## src/rtl/edge_mon_pkg.sv

```systemverilog
// edge_mon_pkg: shared FSM state encoding and default widths for the edge run monitor
package edge_mon_pkg;
    typedef enum logic [1:0] {IDLE = 2'd0, HIGH_RUN = 2'd1, LOW_RUN = 2'd2} state_e;
    localparam int unsigned CW_DEF = 8;
    localparam int unsigned LW_DEF = 10;
endpackage

```

## src/rtl/edge_run_monitor_sat_counter.sv

```systemverilog
// sat_counter: saturating up-counter with sync clear and load-to-one
module sat_counter #(
    parameter int unsigned W = 8
) (
    input  logic         clk,
    input  logic         ret_n,
    input  logic         inc,
    input  logic         clr,
    input  logic         load1,
    output logic [W-1:0] cnt
);
    logic [W-1:0] cnt_q, cnt_d;

    always_comb cnt_d = clr ? '0 : load1 ? W'(1) : (inc && cnt_q != '1) ? cnt_q + W'(1) : cnt_q;

    always_ff @(posedge clk)
        if (!ret_n) cnt_q <= '0;
        else        cnt_q <= cnt_d;

    assign cnt = cnt_q;
endmodule

```

## src/rtl/edge_run_monitor.sv

```systemverilog
// edge_run_monitor: edge counting, run-length measurement and 1-deep run record handshake
module edge_run_monitor
    import edge_mon_pkg::*;
#(
    parameter int unsigned CW = CW_DEF,
    parameter int unsigned LW = LW_DEF
) (
    input  logic          clk,
    input  logic          ret_n,
    input  logic          q_in,
    input  logic          p_in,
    input  logic          clr,
    output logic [CW-1:0] rise_cnt,
    output logic [CW-1:0] fall_cnt,
    output logic [LW-1:0] run_len,
    output logic          run_lvl,
    output logic          run_valid,
    input  logic          run_ready,
    output logic          ovf,
    output logic [1:0]    state
);
    state_e        state_q, state_d;
    logic          rise, fall, publish, pub_lvl, in_run, accept, drop, load;
    logic [LW-1:0] len, run_len_q, run_len_d;
    logic          run_lvl_q, run_lvl_d, run_valid_q, run_valid_d, ovf_q, ovf_d;

    assign rise = q_in & ~p_in;
    assign fall = ~q_in & p_in;

    always_ff @(posedge clk)
        if (!ret_n) state_q <= IDLE;
        else        state_q <= state_d;

    // Any edge starts a run at the new level, whether or not it was expected
    always_comb state_d = rise ? HIGH_RUN : fall ? LOW_RUN : state_q;

    always_comb begin
        publish = (state_q == HIGH_RUN && fall) || (state_q == LOW_RUN && rise);
        pub_lvl = state_q == HIGH_RUN;
        in_run  = state_q != IDLE;
    end

    sat_counter #(.W(CW)) u_rise (
        .clk(clk), .ret_n(ret_n), .inc(rise), .clr(clr), .load1(1'b0), .cnt(rise_cnt)
    );
    sat_counter #(.W(CW)) u_fall (
        .clk(clk), .ret_n(ret_n), .inc(fall), .clr(clr), .load1(1'b0), .cnt(fall_cnt)
    );
    sat_counter #(.W(LW)) u_len (
        .clk(clk), .ret_n(ret_n), .inc(in_run & ~(rise | fall)), .clr(1'b0),
        .load1(rise | fall), .cnt(len)
    );

    // A publish while the held record is still unaccepted is lost and flagged
    always_comb begin
        accept      = run_valid_q & run_ready;
        drop        = publish & run_valid_q & ~run_ready;
        load        = publish & ~drop;
        run_valid_d = load | (run_valid_q & ~accept);
        run_len_d   = load ? len : run_len_q;
        run_lvl_d   = load ? pub_lvl : run_lvl_q;
        ovf_d       = ~clr & (ovf_q | drop);
    end

    always_ff @(posedge clk)
        if (!ret_n) begin
            run_len_q   <= '0;
            run_lvl_q   <= 1'b0;
            run_valid_q <= 1'b0;
            ovf_q       <= 1'b0;
        end else begin
            run_len_q   <= run_len_d;
            run_lvl_q   <= run_lvl_d;
            run_valid_q <= run_valid_d;
            ovf_q       <= ovf_d;
        end

    assign run_len   = run_len_q;
    assign run_lvl   = run_lvl_q;
    assign run_valid = run_valid_q;
    assign ovf       = ovf_q;
    assign state     = state_q;
endmodule
```

## config.mk

```make
export PLATFORM = sky130hd
export DESIGN_NAME = edge_run_monitor
export DESIGN_NICKNAME = d
export VERILOG_FILES = /design/src/rtl/edge_mon_pkg.sv /design/src/rtl/edge_run_monitor_sat_counter.sv /design/src/rtl/edge_run_monitor.sv
export SDC_FILE = /design/constraint.sdc
export NUM_CORES = 1
export LEC_CHECK = 0
export CORE_MARGIN = 2
export CORE_UTILIZATION = 50
export CTS_BUF_LIST = sky130_fd_sc_hd__clkbuf_8
export CTS_CLUSTER_DIAMETER = 100
export CTS_CLUSTER_SIZE = 40
export DETAILED_ROUTE_END_ITERATION = 8
export DONT_BUFFER_PORTS = 1
export PLACE_DENSITY_LB_ADDON = 0.12
export SYNTH_ARGS = -nofsm -noshare
export SYNTH_HDL_FRONTEND = slang
export SYNTH_SLANG_ARGS = --single-unit
```

## constraint.sdc

```tcl
create_clock -name clk -period 4.2 [get_ports clk]
set_input_delay 0.42 -clock clk [delete_from_list [all_inputs] [get_ports clk]]
set_output_delay 0.42 -clock clk [all_outputs]
set_load 0.01 [all_outputs]
```

======== Yosys cells after proc, flatten, opt, wreduce, memory -nomap -nowiden ========
Index checks and enable logic that the tools add are counted.
operators by class
  reductions and logical operators ........ 12
  mux-type cells .......................... 4
  equal/unequal tests ..................... 5
  bitwise gates (word level) .............. 20
  add/subtract/negate cells ............... 3
operators with widths
  kind                                                             number
  8-bit by 1-bit adder with 8-bit output, second input constant    2
  8-bit != test, second input constant                             2
  10-bit by 1-bit adder with 10-bit output, second input constant  1
  10-bit != test, second input constant                            1
  1-bit AND                                                        9
  1-bit NOT                                                        8
  2-bit nonzero test                                               3
  2-bit OR reduction                                               3
  1-bit logical AND                                                5
  1-bit 2-to-1 mux                                                 4
  1-bit OR                                                         3
  2-bit by 1-bit == test with 1-bit output, second input constant  1
  2-bit == test, second input constant                             1
  1-bit logical OR                                                 1
word-level totals
  register bits ........................... 41
  logic and storage cells ................. 54

======== Logic depth before layout (Yosys ltp) ========
Gate-level depths: netlist of run 1.
  depth in word-level cells ............... 9
  gate-level depth with buffers ........... 7
  depth with buffers taken out ............ 6

======== Cells and area by module ========
Synthesis of run 1 repeated with hierarchy kept, for this count alone.
unflattened totals
  cells, all modules ...................... 236
  area total of the unflattened synthesis .. 2143.3 um^2
modules (own cells, without submodules)
  module                     instances  cells an instance  area an instance (um^2)
  sat_counter at u_fall ...  2          51                 455.4
  edge_run_monitor           1          73                 700.7
  sat_counter at u_len       1          61                 531.8

======== Least setup slack after synthesis of run 1 ========
Ideal clock, no wire load.
  kind .................................... input port to flip-flop
  start ................................... input port q_in
  end ..................................... register run_len_q[0] (netlist: run_len[0])
  arrival time ............................ 1.413 ns
  path buffers ............................ 1
  cell stages on the path ................. 7
  setup slack ............................. 2.671 ns
  cell sequence ........................... inv_1 -> ha_1 -> nand3b_1 -> a21oi_2 -> buf_6 -> mux2i_1 -> nor2b_1
on the way
  cells in the longest elaborated chain, start to end .. 8
  elaborated cells between the ends (all ways) .. 10
RTL lines
  item                     RTL line                text
  from (decl)              edge_run_monitor.sv:10  input logic q_in,
  1-bit NOT *              edge_run_monitor.sv:28  assign fall = ~q_in & p_in;
  1-bit AND *              edge_run_monitor.sv:28
  named net fall           edge_run_monitor.sv:23  logic rise, fall, publish, pub_lvl, in_run, accept, drop, load;
  1-bit logical AND *      edge_run_monitor.sv:38  publish = (state_q == HIGH_RUN && fall) || (state_q == LOW_RUN && rise);
  1-bit logical OR *       edge_run_monitor.sv:38
  1-bit AND (2 in series)  edge_run_monitor.sv:57  drop = publish & run_valid_q & ~run_ready;
  1-bit NOT                edge_run_monitor.sv:58  load = publish & ~drop;
  1-bit AND *              edge_run_monitor.sv:58
  to (signal assigned)     edge_run_monitor.sv:72  run_len_q <= run_len_d;
  to (decl)                edge_run_monitor.sv:24  logic [LW-1:0] len, run_len_q, run_len_d;
The timed path passes the listed nets; every way through them passes the cells marked *.
A chain may end at the register's enable or synchronous reset.

======== Worst setup path after layout of run 1 ========
  start ................................... register state_q[1] (netlist: state[1])
  end ..................................... register run_lvl_q (netlist: run_lvl)
on the way
  cells in the longest elaborated chain, start to end .. 7
  elaborated cells between the ends (all ways) .. 9
RTL lines
  item                                                                       RTL line                                        text
  from (decl)                                                                edge_run_monitor.sv:22                          state_e state_q, state_d;
  from (signal assigned)                                                     edge_run_monitor.sv:32                          else state_q <= state_d;
  2-bit by 1-bit == test with 1-bit output or 2-bit == test (tied branches)  edge_run_monitor.sv:38, edge_run_monitor.sv:39
  1-bit logical AND                                                          edge_run_monitor.sv:38
  1-bit logical OR                                                           edge_run_monitor.sv:38
  1-bit AND (2 in series)                                                    edge_run_monitor.sv:57
  1-bit NOT                                                                  edge_run_monitor.sv:58
  1-bit AND                                                                  edge_run_monitor.sv:58
  to (signal assigned)                                                       edge_run_monitor.sv:73                          run_lvl_q <= run_lvl_d;
  to (decl)                                                                  edge_run_monitor.sv:25                          logic run_lvl_q, run_lvl_d, run_valid_q, run_valid_d, ovf_q, ovf_d;
Parallel ways exist; a longest one is shown, timed or not.

==> flow_summary.ini, run 1 <==
[outcome]
status = complete, no violations

[global_routing]
grt_max_degree = 19
grt.met2_usage_pct = 35.3
use_met1_pct = 23.1
grt_pass1_wl_um = 6760
globalRoute.totalOverflow = 0
grt_util_met3_pct = 7.71
first_global_vias = 1478
top_usage_layer = met2
antenna_found_initial = 0
grt_util_all_layers_pct = 20.5

[final_layout]
antenna_cells = 0
finalCoreUtilization_pct = 54.9
post_route_cells_drive_above_1_share_pct = 3.37
area.growth.synth_to_final_pct = 5.99
final_design_area_no_fill_um2 = 1990
final_net_count = 218

[clock_network]
cts_tree = done
cts.hold.buffers_added = 0
cts_buffers = 5
htree_levels = 2
clock_latency_ns = 0.29
cts-root-buf = sky130_fd_sc_hd__clkbuf_8
clk_pin_slew_worst_paths_ns = 0.07
clock_tree.buffer_depth = 2
post_cts.repair.setup_buffers = 0
cts_num_sinks = 41
postCtsResizedCells = 0

[power_and_ir_drop]
powerDensity_nw_per_um2 = 334
power.static_leakage_nw = 0.732
vdd.ir_drop.worst_v = 0.000192
finalPower_uw = 666

[sta]
final_count_of_pins_violating_max_slew = 0
finalWorstSetupSlack_ns = 2.43
fin_tns_setup_ns = 0
finClkSkew_ns = 0.00722
final.min_clock_period_ns = 1.77
max_freq_ghz = 0.564
worst_pin_slew_ns = 0.774
rsz0062_at_grt = false
slew_headroom_pct = 48.4
timing.final.hold_violations = 0
layout_worst_path_cycle_share_pct = 42.2
finalSetupViolations = 0

[logic_synthesis]
synth_seq_area_share_pct = 43.6
synth_xor_area_share_pct = 3.26
synthMostInstantiatedCell = sky130_fd_sc_hd__dfxtp_1
synthSimpleGateAreaFrac_pct = 26.2
number_of_enable_flip_flop_cells_after_synthesis = 0
synth-adder-area-share_pct = 3.33
synth.top_cell.area_share_pct = 43.6
dominant_combinational_cell_family_by_area_after_synthesis = simple AND/OR/NAND/NOR gates
postSynthNetCount = 216
synth_common_cells = sky130_fd_sc_hd__dfxtp_1, sky130_fd_sc_hd__nor2_1, sky130_fd_sc_hd__mux2i_1, sky130_fd_sc_hd__nor2b_1, sky130_fd_sc_hd__nand3_1
yosys_register_bits = 41
synth_top_cell_by_area = sky130_fd_sc_hd__dfxtp_1
synth-compound-area-share_pct = 12.4
yosys_most_used_dff = sky130_fd_sc_hd__dfxtp_1
post_synth_instance_area_um2 = 1880
synth_cell_types = 35
post_synth_mux_area_share_pct = 9.05
yosysWarnings = 0
synth.top_cells.by_area = sky130_fd_sc_hd__dfxtp_1, sky130_fd_sc_hd__mux2i_1, sky130_fd_sc_hd__nor2b_1, sky130_fd_sc_hd__nor2_1, sky130_fd_sc_hd__nand3_1
post_synth.cell_area_avg_um2 = 9.17
synthArstFlopShare_pct = 0
post_synth_inst_count = 205

[critical_path]
timing_worst_setup_path_type = reg2reg
startpoint_type = flip-flop
critical-path-max-stage-delay_ns = 0.65
timing.reg2reg.worst_path_depth = 4
worstPathBufferInverterCount = 0
ff2ff_setup_slack_ns = 2.43
timing.critical_path.cells = nand3b_1 > a21oi_2 > mux2i_1 > nor2b_1
data_arrival_time_of_the_worst_path_ns = 1.95
setup.worst_path.end_class = flip-flop
setup.worst_path.end = run_lvl$_SDFFE_PN0P_
worst_r2r_startpoint = state[1]$_SDFFE_PP0P_
setup.worst_path.start = state[1]$_SDFFE_PP0P_
critPathMaxFanout = 11
worstPathRequired_ns = 4.38
worstSetupPathDepth = 4
crit-reg2reg-capture = run_lvl$_SDFFE_PN0P_
cpLargestDelayFamily = compound AO/OA/AOI/OAI gates
cell_at_the_slowest_stage_of_the_critical_path = sky130_fd_sc_hd__a21oi_2

[floorplanning]
core_um2 = 3630
floorplan.initialDensity_pct = 51.8
die_height_um = 65.3
die_width_um = 65.3
die_area_um2 = 4270
number_of_placed_i_o_pins = 37
core.rowCount = 22

[hold_path]
whs_path_depth = 1
hold_path_class = in2reg

[route]
drt_wl_total_um = 3910
route.detailed.drc = 0
drt_pre_antenna_iters = 4
final_antenna_net_count = 0
wire_per_inst_um = 15.3
drt_iter0_drc = 72
via_count = 1503
avgViaCountPerCell = 5.87

[placed_design]
placedInstanceArea_um2 = 1910
detailedPlace.worstSlack_ns = 2.19
hpwl_um = 2870
routabilityCongestion = 0.848
port_buffers = 0

[job]
drv.max_cap_violation_count = 0
-- sequential cells by signal, indices dropped and copies added (netlist names) --
name,count
u_rise.cnt,8
run_lvl,1
u_fall.cnt,8
run_len,10
run_valid,1
state,2
u_len.cnt,10
ovf,1
-- worst min-delay path by stage --
stage	to	from	slack (ns)
after floorplan	u_len.cnt[3]$_SDFFE_PP0P_	u_len.cnt[3]$_SDFFE_PP0P_	0.47
after global placement	u_len.cnt[3]$_SDFFE_PP0P_	u_len.cnt[3]$_SDFFE_PP0P_	0.51
after detailed placement	ovf$_SDFF_PN0_	ovf$_SDFF_PN0_	0.54
after CTS	run_len[1]$_SDFFE_PN0P_	ret_n	0.25
after global routing	run_len[2]$_SDFFE_PN0P_	ret_n	0.24
final	run_len[1]$_SDFFE_PN0P_	ret_n	0.26
-- logic make-up after synthesis --
| kind of cell | after synthesis |
|---|---|
| DFF | 41 |
| and+or+nand+nor | 91 |
| muxes | 17 |
| adders and majority gates | 5 |
| buffers and inverters | 8 |
| xor gates and xnor gates | 7 |
| AOI/OAI and AO/OA | 36 |
-- per-stage QoR --
stage,std cells,hold slack [ns]
2_1_floorplan,205,0.475
6_report,256,0.262
3_3_place_gp,248,0.512
5_1_grt,256,0.236
3_5_place_dp,248,0.537
4_1_cts,256,0.249
-- power by group --
group          switching [mW]  internal (mW)
clock                   0.126          0.111
combinational          0.0169         0.0134
sequential            0.00636          0.392
-- worst reg2reg max path: cells and delay by family (launching register included) --
family | cells | cell delay, ns
and+or+nand+nor | 2 | 0.22
DFF | 1 | 0.52
AOI/OAI and AO/OA | 1 | 0.65
muxes | 1 | 0.27
-- placed cells by master, fill, tap and decap left out, types with 6 or more instances in the layout --
cell type and instances:
sky130_fd_sc_hd__a21oi_1 7, sky130_fd_sc_hd__dfxtp_1 41, sky130_fd_sc_hd__inv_1 6, sky130_fd_sc_hd__mux2i_1 17, sky130_fd_sc_hd__nand2_1 7, sky130_fd_sc_hd__nand3_1 13
sky130_fd_sc_hd__nand4_1 7, sky130_fd_sc_hd__nor2_1 26, sky130_fd_sc_hd__nor2b_1 17, sky130_fd_sc_hd__o21ai_0 8
-- layer usage --
| layer | vias to the layer above | routed length (µm) |
|---|---|---|
| met4 | 0 | 40 |
| met1 | 716 | 1720 |
| met5 | - | 0 |
| li1 | 745 | - |
| met3 | 6 | 201 |
| met2 | 36 | 1950 |
-- layout make-up --
| cell class | count | area, µm² |
|---|---|---|
| Inverter | 3 | 11.3 |
| Clock inverter | 3 | 11.3 |
| Sequential cell | 41 | 821 |
| Fill cell | 355 | 1640 |
| Multi-Input combinational cell | 156 | 1020 |
| Clock buffer | 5 | 68.8 |
| Tap cell | 48 | 60.1 |
No activity file was read; power rests on OpenSTA's default activity.
==> run 2, diff against run 1 <==
clock period = 1.7 ns   (was 4.2 ns; I/O delays follow)
==> run 2 against run 1 <==
Effect of this change:
- non-clock buffer count increased by 11
- critical path type unchanged
- largest cell class unchanged
- highest routed layer unchanged
- final area increased by 7.3%
- critical path depth increased by 1
- combinational power increased to 3.1 times the previous value
==> flow_summary.ini, run 2 (same netlist as run 1, synthesis figures left out) <==
[sta]
final.hold.worst_slack_ns = 0.00985
slew_headroom_pct = 57.5
finalSetupViolations = 0
worst_pin_slew_ns = 0.637
max_freq_ghz = 0.644
timing.final.hold_violations = 0
final.min_clock_period_ns = 1.55
final_count_of_pins_violating_max_slew = 0
layout_worst_path_cycle_share_pct = 91.3
rsz0062_at_grt = false
fin_tns_setup_ns = 0
finClkSkew_ns = 0.00466

[final_layout]
register_area_um2 = 821
final_net_count = 229
post_route_cells_drive_above_1_share_pct = 8.68
final_design_area_no_fill_um2 = 2140
commonest_non_fill_non_tap_cell_in_the_layout = sky130_fd_sc_hd__dfxtp_1
antenna_cells = 0
area.growth.synth_to_final_pct = 13.7
mostFrequentLayoutCells = sky130_fd_sc_hd__dfxtp_1, sky130_fd_sc_hd__nor2_1, sky130_fd_sc_hd__mux2i_1, sky130_fd_sc_hd__nor2b_1, sky130_fd_sc_hd__nand3_1
multi_input_comb_area_um2 = 1020
fillers = 312

[global_routing]
grt_pass1_wl_um = 6740
antenna_found_initial = 0
grt_util_all_layers_pct = 20.7
grt_max_degree = 18
globalRoute.totalOverflow = 0
first_global_vias = 1469

[route]
drt_pre_antenna_iters = 4
drt_wl_total_um = 4140
wire_per_inst_um = 15.5
avgViaCountPerCell = 5.88
route.detailed.drc = 0
drt_iter0_drc = 121
final_antenna_net_count = 0
via_count = 1571

[clock_network]
post_cts.repair.setup_buffers = 0
cts-root-buf = sky130_fd_sc_hd__clkbuf_8
htree_levels = 2
cts_tree = done
cts_buffers = 5
clk_pin_slew_worst_paths_ns = 0.08
clock_tree.buffer_depth = 2
cts_num_sinks = 41
clock_latency_ns = 0.29

[power_and_ir_drop]
finalPower_mw = 1.88
vdd.ir_drop.worst_v = 0.000434
powerDensity_nw_per_um2 = 880
power.static_leakage_nw = 0.792

[critical_path]
setup.worst_path.start = u_rise.cnt[1]$_SDFFE_PP0P_
timing.reg2reg.worst_path_depth = 5
cell_at_the_slowest_stage_of_the_critical_path = sky130_fd_sc_hd__dfxtp_1
setup.worst_path.end = u_rise.cnt[1]$_SDFFE_PP0P_
ff2ff_setup_slack_ns = 0.15
worst_r2r_startpoint = u_rise.cnt[1]$_SDFFE_PP0P_
timing_worst_setup_path_type = reg2reg
crit-reg2reg-capture = u_rise.cnt[1]$_SDFFE_PP0P_
data_arrival_time_of_the_worst_path_ns = 1.71
startpoint_type = flip-flop
setup.worst_path.end_class = flip-flop
worstPathRequired_ns = 1.86
critical-path-max-stage-delay_ns = 0.43
critPathMaxFanout = 5
timing.critical_path.cells = ha_2 > nand4_1 > o21ai_1 > mux2i_1 > nor2_1

[floorplanning]
core.rowCount = 22
number_of_placed_i_o_pins = 37
floorplan.initialDensity_pct = 51.8
die_area_um2 = 4270
die_width_um = 65.3
die_height_um = 65.3
core_um2 = 3630

[hold_path]
worst_hold_path_startpoint = ret_n
hold_path_class = in2reg

[outcome]
status = complete, no violations

[job]
drv.max_cap_violation_count = 0

[placed_design]
routabilityCongestion = 0.880
hpwl_um = 2900
placedInstanceArea_um2 = 1990
port_buffers = 0
[run 2: cell count changes in the layout (fill, tap and decap cells not counted), sizes merged]
cell         change
clkbuf           +1
dlygate4sd3      +3
clkinvlp         +1
inv              -3
bufinv           +1
buf              +8
[run 2: area by class of cell]
type | instances | area share [%]
clock buffer | 6 | 3.86
sequential | 41 | 38.4
multi-input combinational | 156 | 47.9
timing repair buffer | 11 | 4.80
inverter | 3 | 0.527
tap | 48 | 2.81
clock inverter | 2 | 1.76
[run 2: metal layers]
| layer | share of wire [%] | GRT usage [%] |
|---|---|---|
| met1 | 42 | 23.0 |
| met3 | 6.6 | 6.34 |
| met5 | 0 | 0 |
| met4 | 2.6 | 9.90 |
| met2 | 49 | 36.0 |
[run 2: power by group]
part,internal (mW),switching (mW)
registers,0.969,0.0136
clock network,0.477,0.328
logic,0.0432,0.0514
total,1.49,0.393
[run 2: repair_timing]
item,in CTS,in global routing
hold endpoints to repair,4,2
hold buffers,1,2
gates resized for setup,0,2
endpoints found under the setup margin,0,2
[run 2: how the worst min path moves through the flow]
stage                     depth (start not counted)                       to
after floorplan                                   1  run_len[9]$_SDFFE_PN0P_
after global placement                            1     run_valid$_SDFF_PN0_
after detailed placement                          1     run_lvl$_SDFFE_PN0P_
after CTS                                         1  run_len[4]$_SDFFE_PN0P_
after global routing                              1  run_len[2]$_SDFFE_PN0P_
final                                             1  run_len[3]$_SDFFE_PN0P_
[run 2: through the flow]
stage	cells	setup slack, ns	utilization [%]
3_5_place_dp	256	0.0309	54.6
3_3_place_gp	256	0.217	54.6
4_1_cts	265	0.00689	58.2
2_1_floorplan	205	0.194	-
6_report	267	0.147	58.8
5_1_grt	267	0.0213	58.8
[run 2: worst max-delay path: cells and delay by family, from the launching register on]
family | cells | cell delay (ns)
compound gates | 1 | 0.29
simple gates | 2 | 0.20
flops | 1 | 0.43
fa+ha+maj | 1 | 0.27
mux | 1 | 0.23
